## config.mk

```make
export PLATFORM = sky130hd
export DESIGN_NAME = imm_prefix_sequencer
export DESIGN_NICKNAME = d
export VERILOG_FILES = /design/src/rtl/imm_prefix_sequencer_pkg.sv /design/src/rtl/imm_prefix_sequencer_sign_extend.sv /design/src/rtl/imm_prefix_sequencer.sv
export SDC_FILE = /design/constraint.sdc
export NUM_CORES = 1
export LEC_CHECK = 0
export CORE_MARGIN = 2
export CORE_UTILIZATION = 43
export DETAILED_ROUTE_END_ITERATION = 10
export GPL_TIMING_DRIVEN = 0
export PLACE_DENSITY = 0.79
export SLEW_MARGIN = 0
export SYNTH_ARGS = -nofsm -noshare
export SYNTH_HDL_FRONTEND = slang
export SYNTH_SLANG_ARGS = --single-unit
```

## constraint.sdc

```tcl
create_clock -name clk -period 1.55 [get_ports clk]
set_clock_uncertainty 0.05 [all_clocks]
set_input_delay 0.2325 -clock clk [delete_from_list [all_inputs] [get_ports clk]]
set_output_delay 0.2325 -clock clk [all_outputs]
set_load 0.02 [all_outputs]
```

## src/rtl/imm_prefix_sequencer_pkg.sv

```systemverilog
// imm_prefix_sequencer_pkg: extension codes, instruction field positions and sequencer state encodings
package imm_prefix_sequencer_pkg;
  localparam logic [1:0] EXT16 = 2'd0;
  localparam logic [1:0] EXT17 = 2'd1;
  localparam logic [1:0] EXT22 = 2'd2;
  localparam logic [1:0] EXT23 = 2'd3;
  localparam int CLS_HI = 31;
  localparam int CLS_LO = 30;
  localparam int PFX_W = 9;
  localparam logic [0:0] IPS_IDLE = 1'b0;
  localparam logic [0:0] IPS_PREFIXED = 1'b1;
endpackage

```

## src/rtl/imm_prefix_sequencer_sign_extend.sv

```systemverilog
// imm_prefix_sequencer_sign_extend: sign-extends imm_i to 32 bits from bit 15/16/21/22 chosen by msb (EXT16/17/22/23)
module imm_prefix_sequencer_sign_extend
  import imm_prefix_sequencer_pkg::*;
(
  input  logic [1:0]  msb,
  input  logic [22:0] imm_i,
  output logic [31:0] imm_o
);
  always_comb
    imm_o = msb == EXT16 ? {{16{imm_i[15]}}, imm_i[15:0]} :
            msb == EXT17 ? {{15{imm_i[16]}}, imm_i[16:0]} :
            msb == EXT22 ? {{10{imm_i[21]}}, imm_i[21:0]} :
                           {{9{imm_i[22]}}, imm_i[22:0]};
endmodule

```

## src/rtl/imm_prefix_sequencer.sv

```systemverilog
// imm_prefix_sequencer: classifies instr_i, merges IMM prefixes into a 32-bit immediate, registers valid_o/imm_o/ext_sel_o/prefixed_o/prefix_pending_o/prefix_drop_o under stall_i/flush_i
module imm_prefix_sequencer
  import imm_prefix_sequencer_pkg::*;
#(
  parameter logic [4:0] PREFIX_OPC = 5'h1F,
  parameter int MAX_GAP = 4
) (
  input  logic        clk,
  input  logic        rst,
  input  logic        stall_i,
  input  logic        flush_i,
  input  logic        valid_i,
  input  logic [31:0] instr_i,
  output logic        valid_o,
  output logic [31:0] imm_o,
  output logic [1:0]  ext_sel_o,
  output logic        prefixed_o,
  output logic        prefix_pending_o,
  output logic        prefix_drop_o
);
  localparam int CW = MAX_GAP == 0 ? 1 : $clog2(MAX_GAP + 1);
  localparam logic [CW-1:0] GAP_LIM = CW'(MAX_GAP);
  logic [0:0] state;
  logic [PFX_W-1:0] upper;
  logic [CW-1:0] gap;
  logic [CW-1:0] gap_nxt;
  logic [1:0] cls;
  logic is_prefix;
  logic [31:0] sext;
  logic unused;
  assign unused = ^instr_i[26:23];
  assign cls = instr_i[CLS_HI:CLS_LO];
  assign is_prefix = instr_i[31:27] == PREFIX_OPC;
  assign gap_nxt = gap + 1'b1;
  assign prefix_pending_o = state == IPS_PREFIXED;
  imm_prefix_sequencer_sign_extend u_sext (
    .msb  (cls),
    .imm_i(instr_i[22:0]),
    .imm_o(sext)
  );
  always_ff @(posedge clk) begin
    if (rst || flush_i) begin
      state <= IPS_IDLE;
      upper <= '0;
      gap <= '0;
      valid_o <= 1'b0;
      imm_o <= '0;
      ext_sel_o <= EXT16;
      prefixed_o <= 1'b0;
      prefix_drop_o <= 1'b0;
    end else if (stall_i) begin
      prefix_drop_o <= 1'b0;
    end else begin
      prefix_drop_o <= 1'b0;
      if (valid_i && is_prefix) begin
        upper <= instr_i[PFX_W-1:0];
        state <= IPS_PREFIXED;
        gap <= '0;
        valid_o <= 1'b0;
      end else if (valid_i) begin
        valid_o <= 1'b1;
        ext_sel_o <= cls;
        imm_o <= state == IPS_PREFIXED ? {upper, instr_i[22:0]} : sext;
        prefixed_o <= state == IPS_PREFIXED;
        state <= IPS_IDLE;
      end else begin
        valid_o <= 1'b0;
        if (state == IPS_PREFIXED && MAX_GAP != 0) begin
          gap <= gap_nxt == GAP_LIM ? '0 : gap_nxt;
          state <= gap_nxt == GAP_LIM ? IPS_IDLE : IPS_PREFIXED;
          prefix_drop_o <= gap_nxt == GAP_LIM;
        end
      end
    end
  end
endmodule

```

== After elaboration in Yosys (flattened, before gate mapping) ==
Index checks and enable logic that the tools add are counted.

* Input bits: 37
* Word-level logic and storage cells: 39
* Bits in registers: 50
* Output and inout bits: 38

* Multiplexer cells: 14
* Reductions and logical operators: 8
* Add/subtract/negate cells: 1
* Eq/ne operators: 5
* Bitwise logic cells: 3

{| class="wikitable"
|+ Operator list
! cell !! number
|-
| $mux 32 || 4
|-
| $mux 3 || 4
|-
| $mux 1 || 6
|-
| $reduce_and 3->1 || 2
|-
| $eq 5x5->1 const B || 1
|-
| $reduce_or 5->1 || 1
|-
| $add 3x1->3 const B || 1
|-
| $eq 3x3->1 const B || 1
|-
| $not 1->1 || 3
|-
| $eq 2x1->1 const B || 1
|-
| $eq 2x2->1 const B || 1
|-
| $logic_not 2->1 || 1
|-
| $ne 2x1->1 const B || 1
|-
| $reduce_and 2->1 || 1
|-
| $reduce_bool 2->1 || 1
|-
| $logic_and 1x1->1 || 1
|-
| $logic_or 1x1->1 || 1
|}

== Logic depth before layout (Yosys ltp) ==
Gate-level depths: netlist of run 1.

* Depth after elaboration: 6
* Mapped depth: 6
* Gate-level depth less buffers: 5

== Modules after synthesis ==
From an unflattened synthesis of run 1, not the netlist that was laid out.

* Cells, all modules: 287
* Area total of the unflattened synthesis: 2803.9 µm²

{| class="wikitable"
|+ Modules (own cells, without submodules)
! module !! cells each !! seq. area each (µm²) !! area each (µm²) !! times used
|-
| imm_prefix_sequencer || 247 || 1001.0 || 2488.6 || 1
|-
| imm_prefix_sequencer_sign_extend || 40 || 0.0 || 315.3 || 1
|}

== Worst setup path before layout of run 1 ==
Ideal clock, no wire load.

* Path type: reg-to-reg
* From: register state, in the netlist prefix_pending_o
* To: register imm_o[16]
* Required time: 1374 ps
* Library setup time: 126 ps
* Clock period less this slack: 1374 ps
* Slack: 176 ps
* Path buffers: 1
* Cell stages (with the launch flop): 6
* Arrival time: 1198 ps
* Cells stage by stage: dfxtp_1 or2_1 clkbuf_1 nor2_1 mux2i_1 a211oi_2

* Cells in the longest elaborated chain, start to end: 1

{| class="wikitable"
|+ Ends and longest elaborated chain
! element !! RTL line !! RTL
|-
| start, declared || imm_prefix_sequencer.sv:23 || <nowiki>logic [0:0] state;</nowiki>
|-
| start signal, assigned || imm_prefix_sequencer.sv:70 || <nowiki>state <= gap_nxt == GAP_LIM ? IPS_IDLE : IPS_PREFIXED;</nowiki>
|-
| $mux 32 || imm_prefix_sequencer.sv:63 || <nowiki>imm_o <= state == IPS_PREFIXED ? {upper, instr_i[22:0]} : sext;</nowiki>
|-
| end signal, assigned || imm_prefix_sequencer.sv:63 ||
|-
| end, declared || imm_prefix_sequencer.sv:15 || <nowiki>output logic [31:0] imm_o,</nowiki>
|}

Every way passes these cells.
A chain may end at the register's enable or synchronous reset.

== Worst setup path after layout of run 1 ==
* From: register imm_o[17]
* To: output port imm_o[17]

No word-level cell between the ends.

==> reports/qor.log, run 1 <==
qor: synthesis.yosysUniqueCellTypes 32
qor: hold_path.min-delay-path-class in -> reg
qor: sta.hold_slack 0.2497 ns
qor: clock_network.cts.clk_slew.worst_paths 0.09 ns
qor: detailed_routing.detail_route.wirelength 5.098 mm
qor: final_layout.num_antenna_cells 0
qor: synthesis.ys_ff_latch 50
qor: power.total_power 2534 µW
qor: die.placement_rows 24
qor: clock_network.cts.sinks 50
qor: die.initial_utilization 0.4475
qor: setup_path.critical_path.max_stage_delay 0.60 ns
qor: setup_path.cp_cell_sequence clkdlybuf4s50_1
qor: setup_path.setup.worst_path.end_class output port
qor: clock_network.tritoncts done
qor: grt.grt.total_usage 0.2038
qor: power.power.share.clock 0.356
qor: sta.fmax 657.2 MHz
qor: clock_network.number_of_h_tree_levels 2
qor: final_layout.area_growth 49.23%
qor: setup_path.r2r_cells 4
qor: sta.slew_headroom 0.7029
qor: hold_path.hold-path-endpoint valid_o
qor: synthesis.synthArstFlopShare 0
qor: setup_path.worst-setup-path-type reg -> out
qor: detailed_routing.firstDrtPassIters 4
qor: power.power.switching_fraction 0.2323
qor: grt.grt_first_pass_wirelength 8.286 mm
qor: sta.setup_viol_count_final 0
qor: synthesis.synthFlopType sky130_fd_sc_hd__dfxtp_1
qor: setup_path.endpoint_arrival_time_on_the_critical_path 1.24 ns
qor: clock_network.cts_buffers 5
qor: synthesis.netlist_top_cells_area sky130_fd_sc_hd__dfxtp_1, sky130_fd_sc_hd__nand2_1, sky130_fd_sc_hd__a21oi_1
qor: clock_network.clk_latency 0.31 ns
qor: placed_design.post-place-ws -0.4246 ns
qor: detailed_routing.detailedRoute.firstIterationViolations 111
qor: sta.timing.final.crit_period 1.522 ns
qor: placed_design.dp.final_hpwl 3.660 mm
qor: synthesis.synth_largest_type_area_fraction 0.5102
qor: die.chipHeight 71.55 µm
qor: synthesis.synth.most_common_cell sky130_fd_sc_hd__nand2_1
qor: setup_path.worstPathMaxFanout 2
qor: setup_path.worst-endpoint-required 1.27 ns
qor: detailed_routing.detailed_route_wire_length_per_cell 14.04 µm
qor: final_layout.fillCellCount 387
qor: synthesis.seq_area_frac_synth 0.5102
qor: outcome.outcome finished clean
qor: synthesis.syn-cell-area 0.001962 mm²
qor: grt.initial_antenna_violation_count 0
qor: setup_path.path_delay_family buffers and inverters
qor: setup_path.reg2reg_to imm_o[16]
qor: final_layout.post_route_cells_drive_above_1_share 0.1093
qor: setup_path.worstReg2RegStart prefix_pending_o
qor: grt.grt_start_max_net_pins 15
qor: clock_network.cts_hold_repair.buffers 0
qor: die.die_area 0.005119 mm²
qor: setup_path.critPathBufInv 1
qor: sta.report.final.slew_viol_count 0
qor: synthesis.cell_count_after_synthesis 232
qor: sta.timing_hold_violations_final 0
qor: sta.tightest_slew 0.4457 ns
qor: synthesis.synth_edf_count 0
qor: power.switching_power 588.7 µW
qor: sta.totalNegativeSetupSlack 0 ns
qor: hold_path.hold_start stall_i
qor: synthesis.synth_nets 271
qor: die.core_region_area 0.004384 mm²
qor: power.power.internal 1946 µW
qor: detailed_routing.drc 0
qor: setup_path.slowest_stage sky130_fd_sc_hd__clkdlybuf4s50_1
qor: power.share_seq_of_total_power 0.520
qor: clock_network.clock_tree_buffer_depth 2
qor: final_layout.fin_nets 349
qor: sta.final.period_utilization 0.9816
qor: synthesis.synth.largest_area_cell sky130_fd_sc_hd__dfxtp_1
qor: hold_path.hold_path_depth 3
qor: placed_design.portBuffers 70
qor: flow_run.drv_cap 0
qor: setup_path.setup.reg_to_reg.worst_slack 0.13 ns
qor: die.die_x 71.55 µm
qor: setup_path.cp-start-kind register
qor: final_layout.area.sequential 0.001001 mm²
qor: synthesis.synth_area_per_inst 8.456 µm²
qor: detailed_routing.dr_total_vias 1859
qor: placed_design.finalWeightedCongestion 0.8171
qor: power.leakagePower 0.001480 µW
qor: detailed_routing.antenna_violating_nets_post_route 0
qor: detailed_routing.vias_per_cell 5.121
qor: die.i_o_pins 75
qor: clock_network.cts.root.buffer_cell sky130_fd_sc_hd__clkbuf_8
qor: grt.global_route.overflow_total 0
qor: synthesis.yosys_warnings 0
qor: power.power-per-cell-area 865.6 mW/mm²
qor: sta.final.setup.worst_slack 0.02848 ns
qor: sta.setup_repair_after_global_routing_missed_its_margin false
qor: synthesis.synth.top_cells.by_count sky130_fd_sc_hd__nand2_1, sky130_fd_sc_hd__dfxtp_1, sky130_fd_sc_hd__a21oi_1
qor: power.pwr-share-comb 0.124
qor: grt.first_global_vias 1786
qor: final_layout.area_of_the_multi_input_gates 892.1 µm²
qor: power.power.ir.vdd_worst 0.0006004 V
-- layer usage --
metal / up-vias / track usage / wire length, µm
li1: 946 / - / -
met1: 849 / 0.2587 / 2272
met2: 56 / 0.3323 / 2419
met3: 8 / 0.06048 / 341
met4: 0 / 0.06918 / 65
met5: - / 0 / 0
-- metrics by stage --
stage               std cells  utilization  instance area, µm²
finish                    363       0.6678                2928
global placement          354       0.6221                2728
floorplan                 232            -                1962
CTS                       364       0.6507                2853
global route              363       0.6678                2928
detailed placement        354       0.6221                2728
-- what timing repair did --
action	4_1_cts	5_1_grt
resized for setup	20	36
setup endpoints to repair	41	71
buffers inserted	2	0
-- registers in the layout, indices dropped and copies added (netlist names) --
name              count
imm_o                32
upper                 9
gap                   3
ext_sel_o             2
prefix_drop_o         1
prefix_pending_o      1
prefixed_o            1
valid_o               1
-- power by group through the flow --
stage          Combinational, µW  Sequential (µW)  Clock, µW
2_1_floorplan                111             1380          0
3_3_place_gp                 307             1350          0
3_5_place_dp                 312             1350          0
4_1_cts                      316             1320        923
5_1_grt                      340             1320        966
6_report                     315             1320        901
-- layout make-up --
| class | instances | area share |
|---|---|---|
| multi-input combinational | 167 | 0.3047 |
| sequential | 50 | 0.3419 |
| buffer | 14 | 0.03632 |
| clock buffer | 7 | 0.02607 |
| clock inverter | 1 | 0.01026 |
| timing repair buffer | 72 | 0.2585 |
| tap | 52 | 0.02222 |
-- kinds of logic after synthesis --
logic type | Yosys count | synth area share
and+or+nand+nor | 101 | 0.2251
AOI/OAI and AO/OA | 60 | 0.1747
DFF | 50 | 0.5102
buffers and inverters | 15 | 0.05102
muxes | 3 | 0.02168
adders and majority gates | 2 | 0.01275
xor gates and xnor gates | 1 | 0.004465
-- layout by cell type (no fill, tap or decap), types with 2 or more instances in the layout --
cell type,instances
sky130_fd_sc_hd__nand2_1,70
sky130_fd_sc_hd__dfxtp_1,50
sky130_fd_sc_hd__a21oi_1,35
sky130_fd_sc_hd__clkdlybuf4s50_1,31
sky130_fd_sc_hd__dlymetal6s2s_1,24
sky130_fd_sc_hd__dlygate4sd2_1,15
sky130_fd_sc_hd__nand3_1,12
sky130_fd_sc_hd__a31oi_1,11
sky130_fd_sc_hd__nor2_1,7
sky130_fd_sc_hd__o21ai_0,7
sky130_fd_sc_hd__buf_6,5
sky130_fd_sc_hd__clkbuf_8,5
sky130_fd_sc_hd__clkbuf_1,4
sky130_fd_sc_hd__clkbuf_2,4
sky130_fd_sc_hd__buf_4,4
sky130_fd_sc_hd__mux2i_1,2
sky130_fd_sc_hd__o221a_2,2
sky130_fd_sc_hd__ha_1,2
-- worst max path at each step --
stage | start | endpoint | cells past startpoint
5_1_grt | imm_o[17] | imm_o[17] | 1
4_1_cts | stall_i | upper[8] | 6
2_1_floorplan | prefix_pending_o | imm_o[16] | 5
3_5_place_dp | stall_i | upper[3] | 5
6_report | imm_o[17] | imm_o[17] | 1
3_3_place_gp | stall_i | upper[3] | 5
No activity file was read; power rests on OpenSTA's default activity.
==> inputs of run 2 (changes only) <==
Settings changed: REMOVE_ABC_BUFFERS set to 1.
==> run 2 against run 1 <==
Compared with the run above: total power decreased by 5.3%; critical path type unchanged; register-to-register slack improved by 0.02 ns; non-clock buffer count decreased by 11; fmax increased by 0.23%; critical path depth unchanged.
==> reports/qor.log, run 2 (synthesized netlist as in run 1, its figures left out) <==
qor: sta.final.period_utilization 0.9794
qor: die.core_region_area 0.004384 mm²
qor: clock_network.tritoncts done
qor: outcome.outcome finished clean
qor: final_layout.layout_top_registers imm_o (32), upper (9), gap (3)
qor: detailed_routing.vias_per_cell 5.085
qor: setup_path.r2r_cells 5
qor: setup_path.slowest_stage sky130_fd_sc_hd__clkdlybuf4s50_1
qor: grt.grt_start_max_net_pins 44
qor: setup_path.reg2reg_to prefix_pending_o
qor: power.power.switching_fraction 0.2549
qor: clock_network.cts.clk_slew.worst_paths 0.09 ns
qor: setup_path.worst-setup-path-type reg -> out
qor: setup_path.critical_path.max_stage_delay 0.60 ns
qor: final_layout.num_antenna_cells 0
qor: sta.slew_headroom 0.4594
qor: hold_path.hold_path_depth 3
qor: final_layout.fillCellCount 364
qor: setup_path.path_delay_family buffers and inverters
qor: setup_path.worst-endpoint-required 1.27 ns
qor: hold_path.hold_start stall_i
qor: final_layout.mostFrequentLayoutCell sky130_fd_sc_hd__nand2_1
qor: power.power.share.clock 0.319
qor: detailed_routing.detailedRoute.firstIterationViolations 96
qor: placed_design.portBuffers 70
qor: setup_path.critPathBufInv 1
qor: sta.timing_hold_violations_final 0
qor: setup_path.worstReg2RegStart gap[0]
qor: grt.grt_first_pass_wirelength 7.555 mm
qor: power.power.internal 1788 µW
qor: grt.first_global_vias 1602
qor: hold_path.hold-path-endpoint valid_o
qor: clock_network.cts.sinks 50
qor: power.switching_power 611.6 µW
qor: clock_network.clk_latency 0.30 ns
qor: sta.tightest_slew 0.8110 ns
qor: flow_run.drv_cap 0
qor: detailed_routing.maxUsedRoutingLayer met4
qor: placed_design.finalWeightedCongestion 0.7574
qor: setup_path.cp-start-kind register
qor: hold_path.min-delay-path-class in -> reg
qor: die.placement_rows 24
qor: detailed_routing.drc 0
qor: clock_network.cts_buffers 5
qor: detailed_routing.detail_route.wirelength 4.675 mm
qor: power.power-per-cell-area 821.0 mW/mm²
qor: grt.initial_antenna_violation_count 0
qor: sta.setup_repair_after_global_routing_missed_its_margin true
qor: placed_design.dp.cells 340
qor: die.die_x 71.55 µm
qor: power.leakagePower 0.001430 µW
qor: sta.setup_viol_count_final 0
qor: die.i_o_pins 75
qor: setup_path.endpoint_arrival_time_on_the_critical_path 1.24 ns
qor: power.power.ir.vdd_worst 0.0006534 V
qor: grt.grt.total_usage 0.1866
qor: power.share_seq_of_total_power 0.548
qor: detailed_routing.m1WireLength 2.018 mm
qor: final_layout.post_route_cells_drive_above_1_share 0.1060
qor: setup_path.cp_cell_sequence clkdlybuf4s50_1
qor: detailed_routing.antenna_violating_nets_post_route 0
qor: setup_path.setup.worst_path.end_class output port
qor: sta.timing.final.crit_period 1.518 ns
qor: sta.fmax 658.7 MHz
qor: sta.report.final.slew_viol_count 0
qor: detailed_routing.firstDrtPassIters 4
qor: power.pwr-share-comb 0.132
qor: clock_network.cts.root.buffer_cell sky130_fd_sc_hd__clkbuf_8
qor: grt.global_route.overflow_total 0
qor: final_layout.layout_common_cells sky130_fd_sc_hd__nand2_1, sky130_fd_sc_hd__dfxtp_1, sky130_fd_sc_hd__clkdlybuf4s50_1
qor: die.chipHeight 71.55 µm
qor: final_layout.fin_nets 340
qor: die.initial_utilization 0.4475
qor: detailed_routing.dr_total_vias 1800
qor: clock_network.clock_tree_buffer_depth 2
qor: final_layout.largest_reg_by_ff_count imm_o
qor: setup_path.setup.reg_to_reg.worst_slack 0.15 ns
qor: detailed_routing.route.met2.wl 2.377 mm
qor: detailed_routing.detailed_route_wire_length_per_cell 13.21 µm
qor: final_layout.area_growth 48.98%
qor: clock_network.number_of_h_tree_levels 2
qor: setup_path.worstPathMaxFanout 2
qor: placed_design.dp.final_hpwl 3.014 mm
qor: final_layout.largest_register_ff_count 32
qor: detailed_routing.detailroute.wirelength.met3 244 µm
qor: final_layout.final_cells 354
qor: power.total_power 2399 µW
qor: die.die_area 0.005119 mm²
run 2: changes by cell type in the layout (fill, tap and decap cells not counted), sizes merged:
| cell | previous run | this run |
|---|---|---|
| buf | 9 | 5 |
| bufinv | 1 | 0 |
| clkbuf | 14 | 5 |
| clkdlybuf4s50 | 31 | 36 |
| clkinv | 0 | 1 |
| clkinvlp | 0 | 1 |
| dlygate4sd2 | 15 | 10 |
| inv | 0 | 1 |
| o21a | 1 | 2 |
| or3 | 1 | 2 |
run 2: power groups by stage:
stage	logic, µW	registers (µW)	clock network (µW)
5_1_grt	343	1320	831
2_1_floorplan	89.4	1380	0
4_1_cts	316	1320	796
6_report	317	1320	766
3_5_place_dp	293	1350	0
3_3_place_gp	284	1350	0
run 2: what timing repair did:
item / in CTS / in global routing
gates cloned: 1 / 1
setup endpoints to repair: 55 / 68
pin swaps: 1 / 2
buffers inserted: 4 / 0
resized for setup: 19 / 32
hold buffers: 0 / 0
run 2: cell type report:
| cell class | instances | area, µm² | share of cell area |
|---|---|---|---|
| Clock buffer | 5 | 68.82 | 0.02354 |
| Clock inverter | 3 | 25.02 | 0.008562 |
| Multi-Input combinational cell | 169 | 953.4 | 0.3262 |
| Sequential cell | 50 | 1005 | 0.3437 |
| Tap cell | 52 | 65.06 | 0.02226 |
| Timing Repair Buffer | 75 | 805.8 | 0.2757 |
run 2: layer usage:
metal  GRT usage  vias up
met1      0.2326      818
met2      0.3313       43
li1            -      935
met5           0        -
met4     0.05031        0
met3     0.03376        4
run 2: metrics by stage:
step                 TNS [ns]  instance area (µm²)  worst slack [ns]  hold slack (ns)  utilization
finish                      0                 2923           0.03194           0.2608       0.6667
global route        -0.006556                 2923         -0.006556           0.3228       0.6667
CTS                    -1.192                 2823          -0.07757           0.4091       0.6438
detailed placement     -42.52                 2646            -1.301           0.3955       0.6036
global placement       -59.41                 2628            -1.799           0.3907       0.5993
floorplan              -6.047                 1862           -0.2995           0.3185            -
run 2: worst max path at each step:
stage	startpoint	end	slack [ns]	depth (start not counted)
final	imm_o[4]	imm_o[4]	0.03	1
after global routing	instr_i[29]	gap[0]	-0.007	5
after CTS	valid_i	imm_o[21]	-0.08	6
after detailed placement	valid_i	imm_o[25]	-1.30	5
after global placement	instr_i[30]	imm_o[19]	-1.80	5
after floorplan	instr_i[28]	imm_o[17]	-0.30	4
run 2: worst register-to-register path, delay by kind of cell (launching register included):
family | cells | cell delay, ns
flops | 1 | 0.39
fa+ha+maj | 1 | 0.22
xor+xnor | 1 | 0.25
compound gates | 3 | 0.36
